### src/rtl/alarm_ringer_if.sv
// Signal bundle between the time/alarm stage, the user buttons and the alarm ringer.
interface alarm_ringer_if;
    logic sec_tick;
    logic z;
    logic alarm_en;
    logic adjust;
    logic stop;
    logic snooze;
    logic buzzer;
    logic led;
    logic ringing;
    logic snoozed;

    modport master (
        output sec_tick, z, alarm_en, adjust, stop, snooze,
        input  buzzer, led, ringing, snoozed
    );

    modport slave (
        input  sec_tick, z, alarm_en, adjust, stop, snooze,
        output buzzer, led, ringing, snoozed
    );
endinterface

### src/rtl/alarm_ringer.sv
// Alarm-event sequencer: rings on a fresh time==alarm match, supports snooze/stop,
// times out, and drives the buzzer plus a 1 Hz blinking LED.
module alarm_ringer #(
    parameter int unsigned RING_SECS   = 60,
    parameter int unsigned SNOOZE_SECS = 300,
    parameter int unsigned MAX_SNOOZE  = 3
) (
    input  logic          funct_clk,
    input  logic          rst,
    alarm_ringer_if.slave bus
);
    localparam int unsigned RING_W  = $clog2(RING_SECS + 1);
    localparam int unsigned SLEEP_W = $clog2(SNOOZE_SECS + 1);
    localparam int unsigned SNZ_W   = $clog2(MAX_SNOOZE + 1);

    localparam logic [RING_W-1:0]  RING_LAST  = RING_W'(RING_SECS - 1);
    localparam logic [SLEEP_W-1:0] SLEEP_LAST = SLEEP_W'(SNOOZE_SECS - 1);
    localparam logic [SNZ_W-1:0]   SNZ_MAX    = SNZ_W'(MAX_SNOOZE);

    typedef enum logic [1:0] {
        IDLE    = 2'd0,
        RINGING = 2'd1,
        SNOOZE  = 2'd2
    } state_e;

    state_e             state_q;
    logic               z_q;
    logic [RING_W-1:0]  ring_cnt_q;
    logic [SLEEP_W-1:0] sleep_cnt_q;
    logic [SNZ_W-1:0]   snooze_cnt_q;
    logic               buzzer_q;
    logic               led_q;
    logic               ringing_q;
    logic               snoozed_q;
    logic               trig;
    logic               force_idle;

    // Only a rising edge of the match flag starts an alarm event.
    assign trig       = bus.z & ~z_q;
    assign force_idle = ~bus.alarm_en | bus.adjust;

    assign bus.buzzer  = buzzer_q;
    assign bus.led     = led_q;
    assign bus.ringing = ringing_q;
    assign bus.snoozed = snoozed_q;

    always_ff @(posedge funct_clk or posedge rst) begin
        if (rst) begin
            state_q      <= IDLE;
            z_q          <= 1'b0;
            ring_cnt_q   <= '0;
            sleep_cnt_q  <= '0;
            snooze_cnt_q <= '0;
            buzzer_q     <= 1'b0;
            led_q        <= 1'b0;
            ringing_q    <= 1'b0;
            snoozed_q    <= 1'b0;
        end else begin
            z_q <= bus.z;
            if (force_idle ||
                (state_q != IDLE && bus.stop) ||
                (state_q == RINGING && !bus.stop &&
                 !(bus.snooze && snooze_cnt_q < SNZ_MAX) &&
                 bus.sec_tick && ring_cnt_q == RING_LAST)) begin
                // Disarm, adjust, stop and ring timeout all land in a cleared IDLE.
                state_q      <= IDLE;
                ring_cnt_q   <= '0;
                sleep_cnt_q  <= '0;
                snooze_cnt_q <= '0;
                buzzer_q     <= 1'b0;
                led_q        <= 1'b0;
                ringing_q    <= 1'b0;
                snoozed_q    <= 1'b0;
            end else begin
                case (state_q)
                    IDLE: begin
                        if (trig) begin
                            state_q      <= RINGING;
                            ring_cnt_q   <= '0;
                            snooze_cnt_q <= '0;
                            buzzer_q     <= 1'b1;
                            led_q        <= 1'b1;
                            ringing_q    <= 1'b1;
                        end
                    end
                    RINGING: begin
                        if (bus.snooze && snooze_cnt_q < SNZ_MAX) begin
                            state_q      <= SNOOZE;
                            snooze_cnt_q <= snooze_cnt_q + SNZ_W'(1);
                            sleep_cnt_q  <= '0;
                            buzzer_q     <= 1'b0;
                            led_q        <= 1'b0;
                            ringing_q    <= 1'b0;
                            snoozed_q    <= 1'b1;
                        end else if (bus.sec_tick) begin
                            ring_cnt_q <= ring_cnt_q + RING_W'(1);
                            led_q      <= ~led_q;
                            buzzer_q   <= ~led_q;
                        end
                    end
                    SNOOZE: begin
                        if (bus.sec_tick) begin
                            if (sleep_cnt_q == SLEEP_LAST) begin
                                state_q     <= RINGING;
                                ring_cnt_q  <= '0;
                                sleep_cnt_q <= '0;
                                buzzer_q    <= 1'b1;
                                led_q       <= 1'b1;
                                ringing_q   <= 1'b1;
                                snoozed_q   <= 1'b0;
                            end else begin
                                sleep_cnt_q <= sleep_cnt_q + SLEEP_W'(1);
                            end
                        end
                    end
                    default: begin
                        state_q <= IDLE;
                    end
                endcase
            end
        end
    end
endmodule

### src/flat_wrapper.sv
// flat-port wrapper written by rule: the top's interface ports become plain ports
module alarm_ringer_flat 
#(
    parameter int unsigned RING_SECS   = 60,
    parameter int unsigned SNOOZE_SECS = 300,
    parameter int unsigned MAX_SNOOZE  = 3
)
  (funct_clk, rst, bus_sec_tick, bus_z, bus_alarm_en, bus_adjust, bus_stop, bus_snooze, bus_buzzer, bus_led, bus_ringing, bus_snoozed);
  alarm_ringer_if bus_i ();
  input  logic funct_clk;
  input  logic rst;
  input wire logic [$bits(bus_i.sec_tick)-1:0] bus_sec_tick;
  input wire logic [$bits(bus_i.z)-1:0] bus_z;
  input wire logic [$bits(bus_i.alarm_en)-1:0] bus_alarm_en;
  input wire logic [$bits(bus_i.adjust)-1:0] bus_adjust;
  input wire logic [$bits(bus_i.stop)-1:0] bus_stop;
  input wire logic [$bits(bus_i.snooze)-1:0] bus_snooze;
  output wire logic [$bits(bus_i.buzzer)-1:0] bus_buzzer;
  output wire logic [$bits(bus_i.led)-1:0] bus_led;
  output wire logic [$bits(bus_i.ringing)-1:0] bus_ringing;
  output wire logic [$bits(bus_i.snoozed)-1:0] bus_snoozed;
  assign bus_i.sec_tick = bus_sec_tick;
  assign bus_i.z = bus_z;
  assign bus_i.alarm_en = bus_alarm_en;
  assign bus_i.adjust = bus_adjust;
  assign bus_i.stop = bus_stop;
  assign bus_i.snooze = bus_snooze;
  assign bus_buzzer = bus_i.buzzer;
  assign bus_led = bus_i.led;
  assign bus_ringing = bus_i.ringing;
  assign bus_snoozed = bus_i.snoozed;
  alarm_ringer #(.RING_SECS(RING_SECS), .SNOOZE_SECS(SNOOZE_SECS), .MAX_SNOOZE(MAX_SNOOZE)) u_core (.funct_clk(funct_clk), .rst(rst), .bus(bus_i));
endmodule
### config.mk
export PLATFORM = sky130hd
export DESIGN_NAME = alarm_ringer_flat
export DESIGN_NICKNAME = d
export VERILOG_FILES = /design/src/rtl/alarm_ringer_if.sv /design/src/rtl/alarm_ringer.sv /design/src/flat_wrapper.sv
export SDC_FILE = /design/constraint.sdc
export NUM_CORES = 1
export LEC_CHECK = 0
export ABC_AREA = 0
export ABC_CLOCK_PERIOD_IN_PS = 2100
export BUFFER_PORTS_ARGS = -buffer_cell sky130_fd_sc_hd__buf_2
export CAP_MARGIN = 20
export CORE_MARGIN = 5
export CORE_UTILIZATION = 30
export DETAILED_ROUTE_END_ITERATION = 7
export GPL_TIMING_DRIVEN = 0
export PLACE_DENSITY = 0.44
export SETUP_SLACK_MARGIN = 0.02
export SLEW_MARGIN = 5
export SYNTH_ARGS = -nofsm -noshare
export SYNTH_HDL_FRONTEND = slang
export SYNTH_SLANG_ARGS = --single-unit
### constraint.sdc
create_clock -name funct_clk -period 2.1 [get_ports funct_clk]
set_input_delay 0.525 -clock funct_clk [delete_from_list [all_inputs] [get_ports funct_clk]]
set_output_delay 0.525 -clock funct_clk [all_outputs]
set_load 0.05 [all_outputs]
=== After elaboration in Yosys (flattened, before gate mapping) ===
Cells that the tools add are included.

* Output and inout port bits: 4
* Register bits after elaboration: 23
* Input port bits: 8
* Word-level logic and storage cells: 87

* Mux-type cells: 37
* Bitwise operators: 5
* $add $sub $neg: 3
* Equality and inequality tests: 11
* $lt $le $gt $ge: 1
* Reduce and logical (&&, ||, !) cells: 22

{| class="wikitable"
|+ Operators by type and width
! kind !! count
|-
| $mux 6 || 6
|-
| $mux 9 || 4
|-
| $pmux 6 s3 || 1
|-
| $pmux 9 s2 || 1
|-
| $mux 2 || 8
|-
| $mux 1 || 12
|-
| $reduce_and 5->1 || 2
|-
| $add 9x1->9 const B || 1
|-
| $eq 9x9->1 const B || 1
|-
| $ne 3x3->1 const B || 3
|-
| $reduce_and 4->1 || 2
|-
| $add 6x1->6 const B || 1
|-
| $eq 6x6->1 const B || 1
|-
| $logic_and 1x1->1 || 6
|-
| $ne 3x1->1 const B || 2
|-
| $pmux 1 s3 || 2
|-
| $pmux 2 s3 || 1
|-
| $reduce_and 3->1 || 2
|-
| $reduce_and 6->1 || 1
|-
| $reduce_bool 3->1 || 2
|-
| $ne 4x4->1 const B || 1
|-
| $pmux 2 s2 || 1
|-
| $reduce_bool 4->1 || 1
|-
| $ne 3x2->1 const B || 1
|-
| other kinds (12) || 16
|}

=== Depth between registers and ports, before layout ===
Gate-level depths: netlist of the first run.

* Word-level depth: 9
* Gate-level depth with buffers: 7
* Gate-level depth less buffers: 6

=== Worst setup path after synthesis of the first run ===
OpenSTA, ideal clock, no wires.

* Kind: input port to flip-flop
* Start: in bus_stop
* End: reg u_core.ring_cnt_q[5]
* Data required time: 1996 ps
* Stages on the path: 5
* Setup time: 104 ps
* Setup slack: 131 ps
* Path buffers: 1
* Arrival time: 1865 ps
* Cell sequence: buf_2 -> nor3b_2 -> o311ai_1 -> or3_4 -> o41ai_2

* Word-level cells in the longest chain between the ends: 8
* Elaborated cells on any way between the ends: 16
* Classes of those cells: eq/ne: 5; mux: 1; reduce/logical: 10

{| class="wikitable"
|+ RTL lines
! item !! RTL line !! source
|-
| start: declaration || flat_wrapper.sv:16 || <nowiki>input wire logic [$bits(bus_i.stop)-1:0] bus_stop;</nowiki>
|-
| $logic_not 1->1 || alarm_ringer.sv:62 || <nowiki>(state_q == RINGING && !bus.stop &&</nowiki>
|-
| $logic_and 1x1->1 (2 in a row) || alarm_ringer.sv:62 ||
|-
| $logic_and 1x1->1 || alarm_ringer.sv:63 || <nowiki>!(bus.snooze && snooze_cnt_q < SNZ_MAX) &&</nowiki>
|-
| $logic_and 1x1->1 || alarm_ringer.sv:64 || <nowiki>bus.sec_tick && ring_cnt_q == RING_LAST)) begin</nowiki>
|-
| $logic_or 1x1->1 * || alarm_ringer.sv:61 || <nowiki>(state_q != IDLE && bus.stop) ||</nowiki>
|-
| $ne 3x3->1 (no line), or another cell as far along || - ||
|-
| $reduce_and 6->1 (no line) || - ||
|-
| end signal: assignment || alarm_ringer.sv:96 || <nowiki>ring_cnt_q <= ring_cnt_q + RING_W'(1);</nowiki>
|-
| end: declaration || alarm_ringer.sv:28 || <nowiki>logic [RING_W-1:0] ring_cnt_q;</nowiki>
|}

Every way passes the cells marked *; elsewhere a longest branch is shown, timed or not.
A chain may end at the register's enable or synchronous reset.

=== Worst setup path after layout of the first run ===
* Start: reg u_core.sleep_cnt_q[0]
* End: reg u_core.sleep_cnt_q[5]

* Word-level cells in the longest chain between the ends: 5
* Elaborated cells on any way between the ends: 6
* Classes of those cells: add/sub: 1; eq/ne: 1; mux: 4

{| class="wikitable"
|+ RTL lines
! item !! RTL line !! source
|-
| start: declaration || alarm_ringer.sv:29 || <nowiki>logic [SLEEP_W-1:0] sleep_cnt_q;</nowiki>
|-
| start signal: assignment || alarm_ringer.sv:112 || <nowiki>sleep_cnt_q <= sleep_cnt_q + SLEEP_W'(1);</nowiki>
|-
| $add 9x1->9 / $eq 9x9->1 (equally long branches) || alarm_ringer.sv:112, alarm_ringer.sv:103 ||
|-
| $mux 9 * || alarm_ringer.sv:103 || <nowiki>if (sleep_cnt_q == SLEEP_LAST) begin</nowiki>
|-
| $mux 9 * || alarm_ringer.sv:102 || <nowiki>if (bus.sec_tick) begin</nowiki>
|-
| $pmux 9 s2 * || alarm_ringer.sv:75 || <nowiki>case (state_q)</nowiki>
|-
| $mux 9 * || alarm_ringer.sv:60 || <nowiki>if (force_idle ||</nowiki>
|}

Every way passes the cells marked *; elsewhere a longest branch is shown, timed or not. The select of a mux whose other input is x is not followed.

==> run summary, run 1 <==
status = finished, final reports clean
largest net degree at the start of global routing = 24
Die Y-Extent = 78.2 um
Unique masters post-synth = 39
root buffer cell = clkbuf_8
Worst VDD drop = 0.258 mV
clock sinks = 23
Synth Area in XOR/XNOR = 0%
largest family of logic cells by synthesized area = simple AND/OR/NAND/NOR gates
CTS tree = yes
syn_nets = 162
sequential cell area = 576 um2
Power Internal = 0.000617 W
ys async rst share = 100%
I/O pins = 12
largest buffer count on any clock path = 2
Slew headroom = 39.0%
H-Tree Level Count = 1
crit-path max FO = 5
port bufs = 10
nature of the critical path endpoint = flop
antenna cells = 0
Flop pwr share = 53.5%
core area = 4440 um2
critical path startpoint category = flop
Pwr Density = 501 nW/um2
Design Power = 0.000851 W
area grow syn2layout = 21.7%
Starting Density = 31.4%
adder-cell share of the synthesized area = 2.69%
post-synthesis cell area = 1400 um2
initial antenna violation count = 0
ANT nets after route = 0
hold buffers post-CTS = 0
first-pass GRT wire length = 5510 um
Iteration-0 DRC Markers = 47
clk_skew = 0.000952 ns
switching power = 0.000234 W
max-cap violations = 0
Compound-Gate Fraction of Synth Area = 23.8%
clock-pin transition on the worst setup and hold timing paths = 0.09 ns
DRC violations left = 0
Critical Path RT = 2.29 ns
1st-pass router iterations = 4
fillers = 452
Final min period = 2.00 ns
Overflow after GRT = 0
vias in the first global route = 1,162
Die Wd = 78.2 um
sequential-to-total area share from yosys stat = 41.3%
GRT Total Usage = 11.1%
RSZ-0062 raised after global routing = yes
layout cell share with drive strength beyond 1 = 22.8%
Clock power frac = 33.5%
CTS buffer count = 3
f_max = 500 MHz
period utilization = 95.3%
combinational share of power = 13.0%
multi-input logic area = 866 um2
critical path type = flop to flop
post-synthesis register bit count = 23
Hold Crit Class = input port to flop
Hold WS = 0.369 ns
RePlAce Congestion = 0.786
Fin. Hold Viols = 0
clk_lat worst skew = 0.26 ns
Routed Wire Length = 3420 um
FP Rows = 24
cells after synthesis = 151
number of synthesized flops with an enable pin = 0
NumNets Final = 183
Simple-Gate Fraction of Synth Area = 28.3%
Slew @ Worst Pin = 0.913 ns
Routed WL per cell = 15.3 um
Leakage = 0.745 nW
CP Data Arrival Time = 2.19 ns
sw frac = 27.5%
total number of vias = 1,220
syn_area_per_cell = 9.24 um2
routed vias/inst = 5.47
Synth Flop Type = dfrtp_1
Setup-failing EPs final = 0
Ys Warns = 0
Final Max Tran Viols = 0
multiplexer share of the synthesized area = 0.807%
DP HPWL = 2390 um
Die ar. = 6110 um2
-- power groups by stage --
stage | clock, W | combinational [W] | sequential (W)
after global routing | 0.000311 | 0.000120 | 0.000456
after floorplan | 0 | 0.0000600 | 0.000476
final | 0.000285 | 0.000110 | 0.000455
after detailed placement | 0 | 0.000102 | 0.000464
after CTS | 0.000294 | 0.000103 | 0.000455
after global placement | 0 | 0.0000999 | 0.000463
-- Yosys cell counts (2+ instances only) --
master	count	area, um2
nor2b_1	7	43.8
buf_2	3	15.0
dfrtp_1	23	576
buf_4	2	15.0
nand4b_1	2	17.5
a21oi_1	7	35.0
a31oi_1	9	56.3
nor3b_1	2	15.0
nand2_1	13	48.8
o31ai_1	9	67.6
nor3b_2	2	25.0
o21ai_0	13	65.1
and3_1	2	12.5
inv_1	4	15.0
and2b_1	2	15.0
ha_1	3	37.5
nand3_1	6	30.0
nand2b_1	6	37.5
nor3_1	3	15.0
nand3b_1	3	22.5
and4bb_1	2	25.0
nor2_1	11	41.3
-- worst max-delay path, cell delays in order (launching register included) --
cell       delay, ns
dfrtp_1         0.44
ha_4            0.19
and4bb_1        0.22
a2111oi_4       0.39
buf_4           0.20
nor3b_4         0.23
a31oi_1         0.11
a31oi_1         0.14
-- path summary, 6_finish.rpt --
kind                                                      to                         startpoint  slack (ns)  cells past startpoint
min reg2reg                u_core.sleep_cnt_q[8]$_DFFE_PP0P_  u_core.sleep_cnt_q[8]$_DFFE_PP0P_        0.49                      1
min in group asynchronous  u_core.sleep_cnt_q[5]$_DFFE_PP0P_                                rst        0.45                      2
max reg2reg                u_core.sleep_cnt_q[5]$_DFFE_PP0P_  u_core.sleep_cnt_q[0]$_DFFE_PP0P_         0.1                      7
max in group asynchronous      u_core.bus.buzzer$_DFFE_PP0P_                                rst        1.10                      2
min                                     u_core.z_q$_DFF_PP0_                              bus_z        0.37                      1
max                        u_core.sleep_cnt_q[5]$_DFFE_PP0P_  u_core.sleep_cnt_q[0]$_DFFE_PP0P_         0.1                      7
-- area by class of cell --
cell class	instances	share of cell area (%)
Clock buffer	4	2.65
Multi-Input combinational cell	119	51.0
Inverter	4	0.884
Tap cell	52	3.83
Sequential cell	23	33.9
Timing Repair Buffer	16	5.82
Buffer	5	1.92
-- metal layers --
| layer | wire [um] | vias to the layer above | share of wire [%] | global-route usage, % |
|---|---|---|---|---|
| li1 | - | 607 | - | - |
| met1 | 1660 | 590 | 49 | 15.2 |
| met2 | 1610 | 21 | 47 | 17.5 |
| met3 | 124 | 2 | 3.6 | 2.86 |
| met4 | 24 | 0 | 0.70 | 3.15 |
| met5 | 0 | - | 0 | 0 |
-- cells in the final DEF (no fill, tap or decap), drive strengths merged, types with 7 or more instances in the layout --
cell | Yosys | final
o21ai | 13 | 13
a21oi | 7 | 7
buf | 5 | 20
nand2b | 7 | 7
nor2b | 7 | 7
o31ai | 9 | 9
a31oi | 9 | 9
dfrtp | 23 | 23
nand2 | 13 | 13
nor2 | 11 | 11
-- cell families after synthesis --
logic type,Yosys count
buf+inv,9
simple gates,66
fa+ha+maj,3
compound gates,49
flops,23
mux,1
-- repair_timing --
action | in CTS | in global routing
endpoints found under the setup margin | 11 | 14
resized for setup | 4 | 12
pin swaps | 0 | 7
setup buffers | 0 | 5
cloned | 0 | 1
-- stage by stage --
step / worst slack (ns) / util (%) / instances / setup TNS [ns] / cell area, um2
2_1_floorplan: 0.131 / - / 151 / 0 / 1400
3_3_place_gp: -0.166 / 34.0 / 213 / -0.470 / 1510
3_5_place_dp: -0.172 / 34.0 / 213 / -0.571 / 1510
4_1_cts: 0.0179 / 35.5 / 217 / 0 / 1580
5_1_grt: -0.00757 / 38.2 / 223 / -0.0147 / 1700
6_report: 0.0982 / 38.2 / 223 / 0 / 1700
-- registers in the layout, summed over array words and instances (netlist names) --
name / count
u_core.sleep_cnt_q: 9
u_core.ring_cnt_q: 6
u_core.snooze_cnt_q: 2
u_core.state_q: 2
u_core.bus.buzzer: 1
u_core.bus.ringing: 1
u_core.bus.snoozed: 1
u_core.z_q: 1
Note: power is estimated with default switching activity, not from simulation.
==> run 2, diff against run 1 <==
--- a/config.mk
+++ b/config.mk
@@ -10,10 +10,10 @@
 export BUFFER_PORTS_ARGS = -buffer_cell sky130_fd_sc_hd__buf_2
 export CAP_MARGIN = 20
 export CORE_MARGIN = 5
-export CORE_UTILIZATION = 30
+export CORE_UTILIZATION = 58
 export DETAILED_ROUTE_END_ITERATION = 7
 export GPL_TIMING_DRIVEN = 0
-export PLACE_DENSITY = 0.44
+export PLACE_DENSITY = 0.76
 export SETUP_SLACK_MARGIN = 0.02
 export SLEW_MARGIN = 5
 export SYNTH_ARGS = -nofsm -noshare
==> run summary, run 2 (same netlist as run 1, synthesis figures left out) <==
status = finished, final reports clean
nature of the critical path endpoint = flop
NumNets Final = 182
area grow syn2layout = 15.2%
crit-path max FO = 6
H-Tree Level Count = 1
fin cells = 198
Routed Wire Length = 2970 um
leading cell type in the layout, fill and taps excluded = dfrtp_1
layout cell share with drive strength beyond 1 = 22.9%
crit-path cells = ha_2, and4bb_1, a2111oi_2, buf_4, nor3b_4, a31oi_1, a31oi_1
Placed Cells = 189
clock sinks = 23
vias in the first global route = 1,201
Die ar. = 3490 um2
most flop-heavy register = u_core.sleep_cnt_q
Final min period = 1.96 ns
CTS buffer count = 3
Crit-path slowest cell = dfrtp_1
largest buffer count on any clock path = 2
initial antenna violation count = 0
I/O pins = 12
DP HPWL = 2160 um
utilization after layout = 71.3%
CP Data Arrival Time = 2.21 ns
Leakage = 0.733 nW
critical path type = flop to flop
1st-pass router iterations = 4
clk_lat worst skew = 0.32 ns
Die Y-Extent = 59.0 um
FP Rows = 17
critical path startpoint category = flop
RePlAce Congestion = 0.833
port bufs = 10
GRT Total Usage = 19.2%
commonest non-fill, non-tap cells in the layout = dfrtp_1, o21ai_0, nand2_1
total number of vias = 1,226
max-cap violations = 0
Hold Crit Class = input port to flop
Final Max Tran Viols = 0
period utilization = 93.3%
max reg flops = 9
f_max = 510 MHz
sequential cell area = 576 um2
clock-pin transition on the worst setup and hold timing paths = 0.13 ns
Critical Path RT = 2.35 ns
Worst VDD drop = 0.405 mV
fillers = 186
biggest regs = u_core.sleep_cnt_q: 9 flops, u_core.ring_cnt_q: 6 flops
root buffer cell = clkbuf_4
Starting Density = 61.9%
Die Wd = 59.0 um
largest net degree at the start of global routing = 24
hold buffers post-CTS = 0
CTS tree = yes
cell seen most often among critical-path stages = a31oi_1
ANT nets after route = 0
Setup-failing EPs final = 0
Pwr Density = 484 nW/um2
antenna cells = 0
routed vias/inst = 6.19
RSZ-0062 raised after global routing = no
Overflow after GRT = 0
core area = 2250 um2
Fin. Hold Viols = 0
Iteration-0 DRC Markers = 53
first-pass GRT wire length = 5250 um
multi-input logic area = 832 um2
DRC violations left = 0
Slew headroom = 41.1%
Slew @ Worst Pin = 0.883 ns
Routed WL per cell = 15.0 um
clk_skew = 0.00148 ns
Max stage delay on crit path = 0.42 ns
-- run 2: layout make-up --
| cell class | instances | share of cell area, % |
|---|---|---|
| multi-input cells | 119 | 51.8 |
| flip-flops and latches | 23 | 35.8 |
| repair buffers | 15 | 5.45 |
| plain buffers | 5 | 2.18 |
| well taps | 28 | 2.18 |
| clock buffers | 3 | 1.40 |
| inverters | 4 | 0.934 |
| clock inverters | 1 | 0.311 |
-- run 2: through the flow --
step	worst slack (ns)	hold WS, ns	cell area, um2	setup TNS (ns)	power [W]
after floorplan	0.131	0.443	1400	0	0.000536
after global placement	-0.100	0.471	1480	-0.112	0.000561
after detailed placement	-0.168	0.469	1480	-0.341	0.000563
after CTS	0.0168	0.307	1520	0	0.000777
after global routing	0.0238	0.307	1610	0	0.000815
final	0.141	0.313	1610	0	0.000777
-- run 2: worst paths after layout --
check	from	end	slack (ns)	cells past startpoint
worst max-delay path	u_core.sleep_cnt_q[1]$_DFFE_PP0P_	u_core.sleep_cnt_q[5]$_DFFE_PP0P_	0.14	7
worst min-delay path	bus_z	u_core.z_q$_DFF_PP0_	0.31	1
worst max register to register	u_core.sleep_cnt_q[1]$_DFFE_PP0P_	u_core.sleep_cnt_q[5]$_DFFE_PP0P_	0.14	7
worst min register to register	u_core.sleep_cnt_q[8]$_DFFE_PP0P_	u_core.sleep_cnt_q[8]$_DFFE_PP0P_	0.49	1
max in group asynchronous	rst	u_core.sleep_cnt_q[1]$_DFFE_PP0P_	1.19	2
min in group asynchronous	rst	u_core.ring_cnt_q[2]$_DFFE_PP0P_	0.37	2
-- run 2: metal layers --
layer / track usage (%) / up-vias / part of all wire [%]
met2: 33.3 / 24 / 47
met4: 5.83 / 0 / 1.4
met5: 0 / - / 0
met1: 24.8 / 593 / 47
met3: 2.40 / 5 / 3.7
li1: - / 604 / -
-- run 2: power by group --
| group | internal [W] | switching, W | leakage (nW) |
|---|---|---|---|
| clock network | 0.0000714 | 0.000141 | 0.0177 |
| registers | 0.000449 | 0.00000579 | 0.317 |
| logic | 0.0000345 | 0.0000750 | 0.398 |
| total | 0.000555 | 0.000222 | 0.733 |
-- run 2: critical path: cells and delay by family, from the launching register on --
family                     cells  cell delay [ns]
and+or+nand+nor                2             0.43
buffers and inverters          1             0.21
adders and majority gates      1             0.20
DFF                            1             0.42
AOI/OAI and AO/OA              3             0.63
-- run 2: timing repair --
action                                  in CTS  in global routing
hold endpoints to repair                     0                  0
setup buffers                                0                  5
resized for setup                            3                 10
gates cloned                                 0                  0
endpoints found under the setup margin       7                 13
pin swaps                                    0                  3
==> run 3, diff against run 2 <==
--- a/config.mk
+++ b/config.mk
@@ -9,6 +9,7 @@
 export ABC_CLOCK_PERIOD_IN_PS = 2100
 export BUFFER_PORTS_ARGS = -buffer_cell sky130_fd_sc_hd__buf_2
 export CAP_MARGIN = 20
+export CORE_ASPECT_RATIO = 1.2
 export CORE_MARGIN = 5
 export CORE_UTILIZATION = 58
 export DETAILED_ROUTE_END_ITERATION = 7
==> run summary, run 3 (same netlist as run 1, synthesis figures left out) <==
max-cap violations = 0
Hold Path Stages = 1
CTS tree = yes
port bufs = 10
Slew headroom = 41.2%
Starting Density = 60.5%
largest net degree at the start of global routing = 24
Die Y-Extent = 63.7 um
Design Power = 0.000774 W
RePlAce Congestion = 0.810
initial antenna violation count = 0
largest buffer count on any clock path = 2
H-Tree Level Count = 1
max reg flops = 9
DP HPWL = 2150 um
ANT nets after route = 0
crit-path max FO = 10
Die Wd = 54.8 um
Routed WL per cell = 15.5 um
commonest non-fill, non-tap cells in the layout = dfrtp_1, o21ai_0, nand2_1
routed vias/inst = 6.08
Leakage = 0.744 nW
Fin. Hold Viols = 0
Pwr Density = 475 nW/um2
CP Data Arrival Time = 2.20 ns
Hold Crit Class = input port to flop
critical path startpoint category = flop
clock sinks = 23
Hold WS = 0.311 ns
Critical Path RT = 2.32 ns
GRT Total Usage = 19.4%
1st-pass router iterations = 4
root buffer cell = clkbuf_4
Slew @ Worst Pin = 0.881 ns
leading cell type in the layout, fill and taps excluded = dfrtp_1
Die ar. = 3490 um2
I/O pins = 12
DP Area = 1480 um2
area grow syn2layout = 16.9%
design area = 1630 um2
NumNets Final = 184
Final min period = 1.98 ns
utilization after layout = 70.7%
Final Max Tran Viols = 0
status = finished, final reports clean
CTS buffer count = 3
fillers = 189
Setup-failing EPs final = 0
clk_lat worst skew = 0.32 ns
period utilization = 94.2%
Overflow after GRT = 0
TNS Setup = 0 ns
crit path from = u_core.state_q[1]$_DFFE_PP0P_
RSZ-0062 raised after global routing = yes
critical path type = flop to flop
Hold Crit Start = bus_z
vias in the first global route = 1,165
layout cell share with drive strength beyond 1 = 23.8%
R2R depth = 5
hold buffers post-CTS = 0
total number of vias = 1,234
Iteration-0 DRC Markers = 21
clk_skew = 0.0112 ns
nature of the critical path endpoint = flop
clock-pin transition on the worst setup and hold timing paths = 0.13 ns
FF-to-FF Start = u_core.state_q[1]$_DFFE_PP0P_
Worst VDD drop = 0.424 mV
core area = 2310 um2
biggest regs = u_core.sleep_cnt_q: 9 flops, u_core.ring_cnt_q: 6 flops
Routed Wire Length = 3140 um
DRC violations left = 0
FP Rows = 19
first-pass GRT wire length = 5110 um
most flop-heavy register = u_core.sleep_cnt_q
f_max = 505 MHz
antenna cells = 0
-- run 3: cell count changes in the layout (fill, tap and decap cells not counted), sizes merged --
cell	change
clkbuf	-1
buf	+3
-- run 3: final cells by class --
type,instances,area (um2),share of cell area [%]
Clock buffer,3,22.5,1.38
Clock inverter,1,5.00,0.307
Inverter,4,15.0,0.921
Multi-Input combinational cell,119,838,51.4
Buffer,5,32.5,2.00
Tap cell,31,38.8,2.38
Timing Repair Buffer,17,103,6.29
Sequential cell,23,576,35.3
-- run 3: routing by layer --
layer,track usage [%],vias to the layer above,wire length (um)
li1,-,608,-
met1,25.0,596,1380
met2,30.9,25,1590
met3,3.54,5,119
met4,7.79,0,44
met5,0,-,0
-- run 3: worst paths after layout --
path                                                           to  slack [ns]
worst max-delay path             u_core.ring_cnt_q[5]$_DFFE_PP0P_        0.12
max in group asynchronous       u_core.sleep_cnt_q[7]$_DFFE_PP0P_        1.19
min in group asynchronous       u_core.sleep_cnt_q[0]$_DFFE_PP0P_        0.37
worst max register to register   u_core.ring_cnt_q[5]$_DFFE_PP0P_        0.12
worst min register to register  u_core.sleep_cnt_q[8]$_DFFE_PP0P_        0.48
worst min-delay path                         u_core.z_q$_DFF_PP0_        0.31
-- run 3: critical path, stage by stage, from the launching register on --
cell and delay [ns]:
dfrtp_1 0.39, buf_4 0.16, and2b_1 0.39, o311ai_4 0.21, or3_4 0.41, o41ai_2 0.31
-- run 3: through the flow --
stage	setup WS, ns	std cells
global route	-0.00486	203
detailed placement	-0.130	192
CTS	0.0158	196
finish	0.121	203
global placement	-0.102	192
floorplan	0.131	151
-- run 3: where the power goes --
| part | switching (W) | leakage [nW] | internal (W) |
|---|---|---|---|
| Clock | 0.000136 | 0.0177 | 0.0000713 |
| Sequential | 0.00000607 | 0.317 | 0.000449 |
| Combinational | 0.0000765 | 0.410 | 0.0000345 |
| Total | 0.000219 | 0.744 | 0.000555 |
-- run 3: repair_timing --
item	in CTS	in global routing
endpoints found under the setup margin	7	14
resized for setup	3	9
setup buffers	0	7
pin swaps	0	1
